[config.mk]
export PLATFORM = sky130hd
export DESIGN_NAME = seq_divider
export DESIGN_NICKNAME = d
export VERILOG_FILES = /design/src/rtl/seq_divider.sv
export SDC_FILE = /design/constraint.sdc
export NUM_CORES = 1
export LEC_CHECK = 0
export ABC_CLOCK_PERIOD_IN_PS = 7600
export CAP_MARGIN = 20
export CORE_ASPECT_RATIO = 1.75
export CORE_MARGIN = 8
export CORE_UTILIZATION = 63
export DETAILED_ROUTE_END_ITERATION = 8
export HOLD_SLACK_MARGIN = 0.05
export PLACE_DENSITY = 0.95
export REMOVE_ABC_BUFFERS = 1
export SYNTH_ARGS = -nofsm -noshare
export SYNTH_HDL_FRONTEND = slang
export SYNTH_SLANG_ARGS = --single-unit
[constraint.sdc]
create_clock -name clk_i -period 7.6 [get_ports clk_i]
set_input_delay 1.14 -clock clk_i [delete_from_list [all_inputs] [get_ports clk_i]]
set_output_delay 1.14 -clock clk_i [all_outputs]
set_load 0.02 [all_outputs]
[src/rtl/seq_divider.sv]
// Iterative restoring divider for DIV/DIVU, one quotient bit per clock.
// Quotient goes to LO and remainder to HI. A start/done handshake lets control stall while busy.
module seq_divider #(
  parameter int WIDTH = 32
) (
  input  logic             clk_i,
  input  logic             rst_i,
  input  logic             start_i,
  input  logic             signed_i,
  input  logic [WIDTH-1:0] src1_i,
  input  logic [WIDTH-1:0] src2_i,
  output logic             busy_o,
  output logic             done_o,
  output logic [WIDTH-1:0] quot_o,
  output logic [WIDTH-1:0] rem_o,
  output logic             div_zero_o
);

  localparam int CW = $clog2(WIDTH + 1);

  typedef enum logic [1:0] {
    IDLE,
    RUN,
    DONE
  } state_t;

  state_t state_q, state_d;

  logic [WIDTH-1:0] rem_q, dvd_q, dsr_q;
  logic [WIDTH-1:0] quot_q, rout_q;
  logic [CW-1:0]    cnt_q;
  logic             q_neg_q, r_neg_q, dz_q;

  logic             accept, s1, s2, last, fit;
  logic [WIDTH-1:0] a_mag, b_mag, rem_nx, dvd_nx;
  logic [WIDTH:0]   trial, diff;

  assign s1     = signed_i & src1_i[WIDTH-1];
  assign s2     = signed_i & src2_i[WIDTH-1];
  assign a_mag  = s1 ? -src1_i : src1_i;
  assign b_mag  = s2 ? -src2_i : src2_i;
  assign accept = start_i && (state_q != RUN);
  assign last   = (cnt_q == CW'(1));

  // Partial remainder stays below the divisor, so WIDTH+1 bits
  // hold the shifted trial value without overflow.
  always_comb begin
    trial  = {rem_q, dvd_q[WIDTH-1]};
    diff   = trial - {1'b0, dsr_q};
    fit    = ~diff[WIDTH];
    rem_nx = fit ? diff[WIDTH-1:0] : trial[WIDTH-1:0];
    dvd_nx = {dvd_q[WIDTH-2:0], fit};
  end

  always_comb begin
    state_d = state_q;
    unique case (state_q)
      IDLE, DONE: begin
        if (start_i)
          state_d = (src2_i == '0) ? DONE : RUN;
        else
          state_d = IDLE;
      end
      RUN: begin
        if (last)
          state_d = DONE;
      end
      default: state_d = IDLE;
    endcase
  end

  always_ff @(posedge clk_i) begin
    if (rst_i) begin
      state_q <= IDLE;
      rem_q   <= '0;
      dvd_q   <= '0;
      dsr_q   <= '0;
      cnt_q   <= '0;
      q_neg_q <= 1'b0;
      r_neg_q <= 1'b0;
      quot_q  <= '0;
      rout_q  <= '0;
      dz_q    <= 1'b0;
    end else begin
      state_q <= state_d;
      if (accept) begin
        rem_q   <= '0;
        dvd_q   <= a_mag;
        dsr_q   <= b_mag;
        cnt_q   <= CW'(WIDTH);
        q_neg_q <= s1 ^ s2;
        r_neg_q <= s1;
        // Divide by zero bypasses the iteration and the sign fixup
        if (src2_i == '0) begin
          quot_q <= '1;
          rout_q <= src1_i;
          dz_q   <= 1'b1;
        end
      end else if (state_q == RUN) begin
        rem_q <= rem_nx;
        dvd_q <= dvd_nx;
        cnt_q <= cnt_q - CW'(1);
        if (last) begin
          quot_q <= q_neg_q ? -dvd_nx : dvd_nx;
          rout_q <= r_neg_q ? -rem_nx : rem_nx;
          dz_q   <= 1'b0;
        end
      end
    end
  end

  assign busy_o     = (state_q == RUN);
  assign done_o     = (state_q == DONE);
  assign quot_o     = quot_q;
  assign rem_o      = rout_q;
  assign div_zero_o = dz_q;

endmodule
-- Yosys cells after proc, flatten, opt, wreduce, memory -nomap -nowiden
Cells that the tools add are included.
- add/sub/neg operators: 6
- multiply operators: 0
- div/mod/pow operators: 0
- $lt $le $gt $ge: 0
- equality and inequality tests: 6
- shift-type cells: 0
- multiplexer cells: 25
- bitwise logic cells: 4
- reductions and logical operators: 8
- operators with widths (operator ; number):
    32-bit 2-to-1 mux ; 15
    32-bit negation ; 4
    33-bit by 32-bit subtractor with 33-bit output ; 1
    32-bit zero test ; 1
    6-bit 2-to-1 mux ; 2
    6-bit by 1-bit == test with 1-bit output (second input constant) ; 1
    2-bit 2-to-1 mux ; 3
    2-bit by 1-bit != test with 1-bit output (second input constant) ; 3
    6-bit by 1-bit subtractor with 6-bit output (second input constant) ; 1
    1-bit 2-to-1 mux ; 4
    2-bit case mux with 2 select lines ; 1
    2-bit nonzero test ; 2
    2-bit OR reduction ; 2
    3-bit AND reduction ; 1
    1-bit AND ; 2
    2-bit by 1-bit == test with 1-bit output (second input constant) ; 1
    2-bit == test (second input constant) ; 1
    2-bit zero test ; 1
    1-bit logical AND ; 1
    1-bit inverter ; 1
    1-bit bitwise XOR ; 1
- flip-flop bits (word level): 171
- latch bits: 0
- RAM bits: 0
- memory bits (read-only): 0
- bits of input ports: 68
- output and inout port bits: 67
- memories: 0

-- Depth between registers and ports, before layout
Gate-level depths: netlist of run 1.
- depth after elaboration: 7
- depth in mapped cells: 24
- mapped depth without buffers: 21

-- Worst setup path before layout of run 1
Ideal clock, no wire load.
- path kind: reg2reg
- start point: register dvd_q[31]
- end point: register rout_q[28] (netlist: rem_o[28])
- setup time: 130 ps
- data arrival time: 4289 ps
- required time: 7470 ps
- setup slack: 3181 ps
- cell stages (with the launch flop): 24
- path buffers: 3
- period minus slack after synthesis: 4419 ps
- cells stage by stage: dfxtp_1 > inv_1 > ha_1 > fa_1 > nand2b_1 > a21boi_1 > o211ai_1 > a21oi_2 > o21a_1 > buf_6 > nor2_8 > inv_2 > buf_4 > buf_4 > nor2_1 > a21oi_1 > ha_1 > nor4b_1 > o2111ai_1 > o21ai_1 > nand4_1 > o2111a_1 > o31ai_1 > o31ai_1
- cells in the longest elaborated chain, start to end: 7
- RTL lines (item ; line ; text):
    start, declared ; 29 ; logic [WIDTH-1:0] rem_q, dvd_q, dsr_q;
    start signal, assigned ; 88 ; dvd_q <= a_mag;
    start signal, assigned ; 101 ; dvd_q <= dvd_nx;
    33-bit by 32-bit subtractor with 33-bit output ; 49 ; diff = trial - {1'b0, dsr_q};
    32-bit 2-to-1 mux (*) ; 51 ; rem_nx = fit ? diff[WIDTH-1:0] : trial[WIDTH-1:0];
    32-bit negation ; 105 ; rout_q <= r_neg_q ? -rem_nx : rem_nx;
    32-bit 2-to-1 mux (*) ; 105 ;
    32-bit 2-to-1 mux (*) ; 103 ; if (last) begin
    32-bit 2-to-1 mux (*) ; 99 ; end else if (state_q == RUN) begin
    32-bit 2-to-1 mux (*) ; 86 ; if (accept) begin
    end signal, assigned ; 96 ; rout_q <= src1_i;
    end signal, assigned ; 105 ;
    end, declared ; 30 ; logic [WIDTH-1:0] quot_q, rout_q;
Every way passes the cells marked *; elsewhere a longest branch is shown, timed or not. The select of a mux whose other input is x is not followed.
A chain may end at the register's enable or synchronous reset.

-- Final worst setup path of run 1
- start point: register dvd_q[31]
- end point: register rout_q[30] (netlist: rem_o[30])
Same word-level chain as after synthesis.

==> impl_results.md, run 1 <==
- Via count: 13,140
- Max-Slew Margin vs Limit: 23.36%
- Crit path required time: 7940 ps
- Endpoints failing hold: 0
- Crit path DAT: 6050 ps
- Crit-path most repeated cell: ha_1
- Area leader, netlist: dfxtp_1
- CP Capture Type: flop
- Max FO, Critical Path: 42
- Fillers: 1,482
- Vias in the first global route: 12,440
- Total power: 3.174 mW
- Cell Area, Synth: 0.01238 mm^2
- Routability cong.: 0.9724
- Layout Nets: 1,808
- Post-DRT Antenna Nets: 0
- Synth Instances: 1,647
- Highest-delay cell along the critical path: o21a_1
- Achievable frequency: 0.1752 GHz
- Static leakage power: 5.069 nW
- WL final: 38,230 um
- Top-area cell type share of the netlist area: 27.66%
- Global route overflow: 0
- Final WS setup: 1892 ps
- CTS resizes: 0
- Die Wd: 122.0 um
- Ys Warns: 0
- Async set-reset flop share out of synthesis: 0%
- Clock Latency Late Sink: 440 ps
- Largest net degree at the start of global routing: 95
- Inserted Diodes: 0
- Sequential share of the synthesized area: 27.66%
- Max cap viols: 0
- Maximum vdd drop: 0.0001683 V
- H-tree levels: 4
- # hold bufs at CTS: 0
- Placed wire-length estimate: 27,240 um
- Area added between synthesis and finish: 15.15%
- Synth Register Bits: 171
- Initial Utilization: 63.52%
- First-pass GRT wire length: 59,420 um
- Finished Layout Cells: 1,959
- Chip height: 201.4 um
- Layout cell share with drive strength beyond 1: 5.193%
- EDFF count, synth: 0
- Max Clock Skew: 10.26 ps
- Synth Flop Type: dfxtp_1
- Status: completed
- Final Cycle Share: 75.10%
- Cells along the critical path: inv_1 > ha_1 > fa_1 > nand2b_1 > a21boi_1 > o211ai_1 > a21oi_2 > o21a_1 > nor2_8 > inv_2 > nor2_1 > a21oi_1 > ha_1 > nand2_1 > nor4_1 > nand3_1 > o21ai_1 > nand4_1 > o31ai_1 > xor2_1 > a221oi_1
- I/O pins: 135
- DRC Markers: 0
- FP Rows: 68
- Clock Path Buffers: 2
- Crit Path Class: flop to flop
- Port Buf Inserts: 134
- Fin crit period: 5708 ps
- Final setup fails: 0
- Syn_area_per_cell: 7.515 um^2
- Synth top area cells: dfxtp_1 (28%), nor2_1 (7.7%), a211oi_1 (6.9%), a21oi_1 (5.7%), xor2_1 (4.8%)
- Worst slack at placement: 2063 ps
- Pwr/cell area: 222.7 mW/mm^2
- CTS tree: built
- Hold crit path type: flop to flop
- Synth unique cells: 98
- Clock slew at reported path FFs: 70 ps
- Die footprint: 0.02456 mm^2
- Drt via density: 6.706
- Drt wl/cell: 19.52 um
- Placed insts: 1,925
- Worst-margin pin slew: 1139 ps
- Initial DRC Count: 1,621
- Unrepaired setup endpoints after global routing: false
- CTS Buf Count: 17
- Crit path launch type: flop
- Hold_ws: 474.4 ps
- Detailed Routing Iterations Pass 1: 7
- Clock sink total: 171
- Core Footprint: 0.01948 mm^2
- Final slew viol count: 0
- Setup TNS: 0 ps
- CP max stage delay: 480 ps
- Initial antenna violation count: 0
- Postcts setup bufs: 0
- Clock Tree Root: clkbuf_16
- GRT Total Usage: 29.42%
## cells in the mapped netlist (4+ instances only)
cell type / count
nor2_1: 254
o22ai_1: 4
o31a_1: 4
or3_1: 22
o31ai_1: 21
buf_2: 19
clkbuf_1: 72
a221oi_1: 8
nor3_1: 63
mux2i_1: 19
nand3_1: 24
a21boi_1: 4
nand2b_1: 11
buf_1: 5
nor2b_1: 5
a21o_1: 14
nand2_1: 130
nor4_1: 19
nor3b_1: 5
a21oi_2: 5
a211oi_1: 114
ha_1: 38
a211o_1: 4
o21ai_1: 15
o21a_1: 7
or4_1: 14
a311oi_1: 21
and3_1: 8
buf_4: 8
a31o_2: 4
o41ai_1: 12
xor2_1: 68
o211a_1: 6
inv_1: 53
nand4_1: 11
o211ai_1: 8
a31oi_1: 12
o21ai_0: 67
xnor2_1: 61
buf_6: 4
dfxtp_1: 171
a21oi_1: 141
nand3b_1: 8
and2_1: 10
## registers in the layout, indices dropped and copies added (netlist names)
| signal | cells |
|---|---|
| state_q | 2 |
| quot_o | 32 |
| r_neg_q | 1 |
| rem_o | 32 |
| dsr_q | 32 |
| div_zero_o | 1 |
| rem_q | 32 |
| q_neg_q | 1 |
| cnt_q | 6 |
| dvd_q | 32 |
## cells by family (layout without fill, tap and decap cells)
group	after synthesis	in the layout	share of synthesized area, %
flops	171	171	27.66
xor+xnor	129	129	9.129
fa+ha+maj	39	39	4.003
compound gates	510	510	28.29
buf+inv	165	232	5.722
simple gates	611	611	23.39
mux	22	22	1.810
## placed cells by master, fill, tap and decap left out, drive strengths merged, types with 10 or more instances in the layout
cell and instances:
dfxtp 171, or3 22, xor2 68, a221oi 10, clkbuf 17, nand2 130, o21ai 84, mux2i 19
nand3 25, or4 15, nor2 255, and2 13, ha 38, o31ai 21, buf 12, inv 62
clkdlybuf4s50 132, nor3 64, nor4 22, a311oi 21, a21oi 148, xnor2 61, a211oi 116, a31oi 14
o41ai 12, nand2b 11, a21o 14, nand4 11
## worst max-delay path, delay by kind of cell (launching register included)
family | cells | cell delay, ps
buffers and inverters | 2 | 230
and+or+nand+nor | 7 | 1430
DFF | 1 | 390
adders and majority gates | 3 | 960
AOI/OAI and AO/OA | 8 | 2470
xor gates and xnor gates | 1 | 110
## stage by stage
stage	utilization, %	area, um^2
after floorplan	-	11880
after global routing	73.15	14250
after global placement	69.82	13600
after CTS	72.91	14200
after detailed placement	69.82	13600
final	73.15	14250
## power by group
part	leakage, nW	internal (mW)	switching, mW	total (mW)
sequential	1.40	0.950	0.0636	1.01
combinational	3.38	0.467	0.790	1.26
clock	0.298	0.472	0.431	0.904
total	5.07	1.89	1.28	3.17
## worst paths after layout
path | from | endpoint | slack, ps | cells after the start
setup / recovery | dvd_q[31] | rem_o[30] | 1890 | 21
hold / removal | rem_o[27] | rem_o[27] | 470 | 2
setup reg to reg | dvd_q[31] | rem_o[30] | 1890 | 21
hold reg to reg | rem_o[27] | rem_o[27] | 470 | 2
## area by class of cell
class	instances	area (um^2)	area share, %
well taps	245	306.5	2.151
flip-flops and latches	171	3423	24.02
clock inverters	15	176.4	1.238
multi-input cells	1311	8268	58.01
repair buffers	144	1441	10.11
clock buffers	17	425.4	2.985
inverters	56	211.5	1.484
## per-layer routing
layer	part of all wire, %	up-vias	global-route usage, %	wire length [um]
met1	35	6058	29.84	13200
met3	7.5	229	4.294	2853
met2	52	731	54.01	19910
met4	5.9	0	18.48	2271
met5	0	-	0	0
li1	-	6119	-	-
Note: power is estimated with default switching activity, not from simulation.
==> inputs of run 2 (changes only) <==
- ABC_CLOCK_PERIOD_IN_PS: 7600 -> 4860
- CORE_UTILIZATION: 63 -> 52
- PLACE_DENSITY: 0.95 -> 0.85
- clock period: 7.6 -> 4.86 ns (I/O delays scaled with it)
==> run 2 against run 1 <==
Global-route usage decreased by 4.0 points. Critical path depth decreased by 1. Largest power group unchanged. Via count is 3.0% lower. Routed wire length decreased by 0.42%. Final area rose by 1.8%. Critical path type unchanged. Clock skew is 1.6 ps lower. Fmax is 24% higher.
==> impl_results.md, run 2 (same netlist as run 1, synthesis figures left out) <==
- GRT Total Usage: 25.43% (was 29.42%)
- Crit path DAT: 4920 ps (was 6050 ps)
- Max cap viols: 0 (unchanged)
- Highest-delay cell along the critical path: nor3_4 (was o21a_1)
- Met2 wire len: 19,570 um (was 19,910 um)
- Placed insts: 2,007 (was 1,925)
- First-pass GRT wire length: 60,690 um (was 59,420 um)
- Drt wl/cell: 18.64 um (was 19.52 um)
- Max FO, Critical Path: 10 (was 42)
- I/O pins: 135 (unchanged)
- Final Cycle Share: 94.88% (was 75.10%)
- Met3 wire len: 2070 um (was 2853 um)
- Fin crit period: 4611 ps (was 5708 ps)
- Achievable frequency: 0.2169 GHz (was 0.1752 GHz)
- Critical path depth: 20 (was 21)
- Layout Nets: 1,832 (was 1,808)
- Maximum vdd drop: 0.0002603 V (was 0.0001683 V)
- Status: completed (unchanged)
- Final Util: 62.18% (was 73.15%)
- Detailed Routing Iterations Pass 1: 6 (was 7)
- Area added between synthesis and finish: 17.22% (was 15.15%)
- Largest net degree at the start of global routing: 76 (was 95)
- CP max stage delay: 540 ps (was 480 ps)
- # hold bufs at CTS: 0 (unchanged)
- Min-Delay Path Depth: 2 (unchanged)
- Global route overflow: 0 (unchanged)
- Worst R2R Start: dsr_q[28] (was dvd_q[31])
- Reg area: 0.003425 mm^2 (was 0.003423 mm^2)
- Placed wire-length estimate: 28,690 um (was 27,240 um)
- Layout cell share with drive strength beyond 1: 7.135% (was 5.193%)
- Finished Layout Cells: 2,042 (was 1,959)
- Crit path required time: 5170 ps (was 7940 ps)
- Crit Path Class: flop to flop (unchanged)
- Critical Path Start: dsr_q[28] (was dvd_q[31])
- Clock sink total: 171 (unchanged)
- Max-Slew Margin vs Limit: 25.23% (was 23.36%)
- FP Rows: 74 (was 68)
- Die footprint: 0.02919 mm^2 (was 0.02456 mm^2)
- Clock Tree Root: clkbuf_16 (unchanged)
- Endpoints failing hold: 0 (unchanged)
- Area of the multi-input gates: 0.008324 mm^2 (was 0.008268 mm^2)
- CTS tree: built (unchanged)
- Worst-margin pin slew: 1120 ps (was 1139 ps)
- Routability cong.: 0.9423 (was 0.9724)
- M1 WL: 13,980 um (was 13,200 um)
- Final setup fails: 0 (unchanged)
- Most common cell after layout, fill and taps aside: nor2_1 (unchanged)
- Initial Utilization: 53.05% (was 63.52%)
- Max Clock Skew: 8.610 ps (was 10.26 ps)
- Final WS setup: 248.7 ps (was 1892 ps)
- DRC Markers: 0 (unchanged)
- Initial antenna violation count: 0 (unchanged)
- Min-delay src: rem_o[27] (unchanged)
- Worst slack at placement: -18.66 ps (was 2063 ps)
- Crit path launch type: flop (unchanged)
- Clock slew at reported path FFs: 70 ps (about the same)
- Post-DRT Antenna Nets: 0 (unchanged)
- Cells along the critical path: inv_1 > ha_1 > o21a_1 > o21a_1 > o21ai_0 > a32oi_4 > nor3_4 > nor2_8 > inv_2 > buf_4 > ha_1 > inv_1 > or3_1 > nand2b_1 > nand2b_1 > o31ai_1 > xor2_1 > nand2_1 > o21ai_1 > a21oi_1 (was inv_1 > ha_1 > fa_1 > nand2b_1 > a21boi_1 > o211ai_1 > a21oi_2 > o21a_1 > nor2_8 > inv_2 > nor2_1 > a21oi_1 > ha_1 > nand2_1 > nor4_1 > nand3_1 > o21ai_1 > nand4_1 > o31ai_1 > xor2_1 > a221oi_1)
- Clock Latency Late Sink: 450 ps (was 440 ps)
- Die Wd: 132.6 um (was 122.0 um)
- Vias in the first global route: 12,270 (was 12,440)
- Final slew viol count: 0 (unchanged)
- Buf/Inv on CP: 4 (was 2)
- Placed inst area: 0.01386 mm^2 (was 0.01360 mm^2)
- CTS Buf Count: 17 (unchanged)
- Top Layer Used: met4 (unchanged)
- Chip height: 220.1 um (was 201.4 um)
- Fillers: 2,100 (was 1,482)
- Drt via density: 6.242 (was 6.706)
- H-tree levels: 4 (unchanged)
- Initial DRC Count: 1,048 (was 1,621)
- Hold crit path type: flop to flop (unchanged)
- Core Footprint: 0.02333 mm^2 (was 0.01948 mm^2)
- CP Capture Type: flop (unchanged)
- Most frequent cells in the layout: nor2_1 (252), dfxtp_1 (170), a21oi_1 (139), clkdlybuf4s50_1 (132), nand2_1 (129) (was nor2_1 (252), dfxtp_1 (171), a21oi_1 (141), clkdlybuf4s50_1 (132), nand2_1 (129))
- Worst r2r path cells: 20 (was 21)
- Clock Path Buffers: 2 (unchanged)
- Pwr/cell area: 340.1 mW/mm^2 (was 222.7 mW/mm^2)
- Static leakage power: 5.163 nW (was 5.069 nW)
- Inserted Diodes: 0 (unchanged)
- Setup TNS: 0 ps (unchanged)
- Port Buf Inserts: 134 (unchanged)
- Via count: 12,750 (was 13,140)
- WL final: 38,070 um (was 38,230 um)
- Design area: 0.01451 mm^2 (was 0.01425 mm^2)
- Top cell family by delay on the critical path: simple AND/OR/NAND/NOR gates (was compound AO/OA/AOI/OAI gates)
-- run 2: cell types whose count changed in the layout (fill, tap and decap cells not counted), moves of 2 or more --
cell,before,now
o31ai_1,21,19
clkinv_8,2,0
a21oi_1,141,139
inv_6,3,5
buf_4,9,34
inv_8,5,0
o21ai_1,15,13
o21ai_2,2,4
a21oi_2,5,7
o31ai_2,0,2
clkinvlp_4,0,3
-- run 2: power by group --
part / total [mW] / switching (mW) / internal [mW]
registers: 1.58 / 0.0920 / 1.49
logic: 2.00 / 1.24 / 0.767
clock network: 1.35 / 0.636 / 0.715
total: 4.93 / 1.97 / 2.97
-- run 2: final timing paths --
| kind | to | slack (ps) |
|---|---|---|
| max reg2reg | quot_o[28] | 250 |
| max | quot_o[28] | 250 |
| min | rem_o[27] | 450 |
| min reg2reg | rem_o[27] | 450 |
-- run 2: final cells by class --
cell class / count / area share [%]
Multi-Input combinational cell: 1311 / 57.38
Sequential cell: 171 / 23.60
Timing Repair Buffer: 168 / 11.04
Clock buffer: 18 / 2.958
Tap cell: 304 / 2.622
Inverter: 56 / 1.458
Clock inverter: 14 / 0.9401
-- run 2: repair_timing --
| item | CTS | global route |
|---|---|---|
| gates resized for setup | 2 | 11 |
| endpoints found under the setup margin | 2 | 15 |
| pin swaps | 0 | 5 |
| cloned | 0 | 0 |
| buffers inserted | 0 | 3 |
-- run 2: metal layers --
metal | up-vias | track usage (%)
li1 | 6150 | -
met1 | 5945 | 25.44
met2 | 500 | 46.80
met3 | 151 | 4.469
met4 | 0 | 18.11
met5 | - | 0
-- run 2: through the flow --
step           power (mW)  hold slack (ps)
2_1_floorplan       2.971            425.8
3_3_place_gp        3.501            441.1
3_5_place_dp        3.537            446.0
4_1_cts             4.872            454.6
5_1_grt             5.178            471.5
6_report            4.934            448.6
-- run 2: worst register-to-register path: cells and delay by family (launching register included) --
| kind | cells | cell delay [ps] |
|---|---|---|
| and+or+nand+nor | 6 | 1570 |
| AOI/OAI and AO/OA | 7 | 1370 |
| adders and majority gates | 2 | 560 |
| buffers and inverters | 4 | 460 |
| DFF | 1 | 330 |
| xor gates and xnor gates | 1 | 170 |
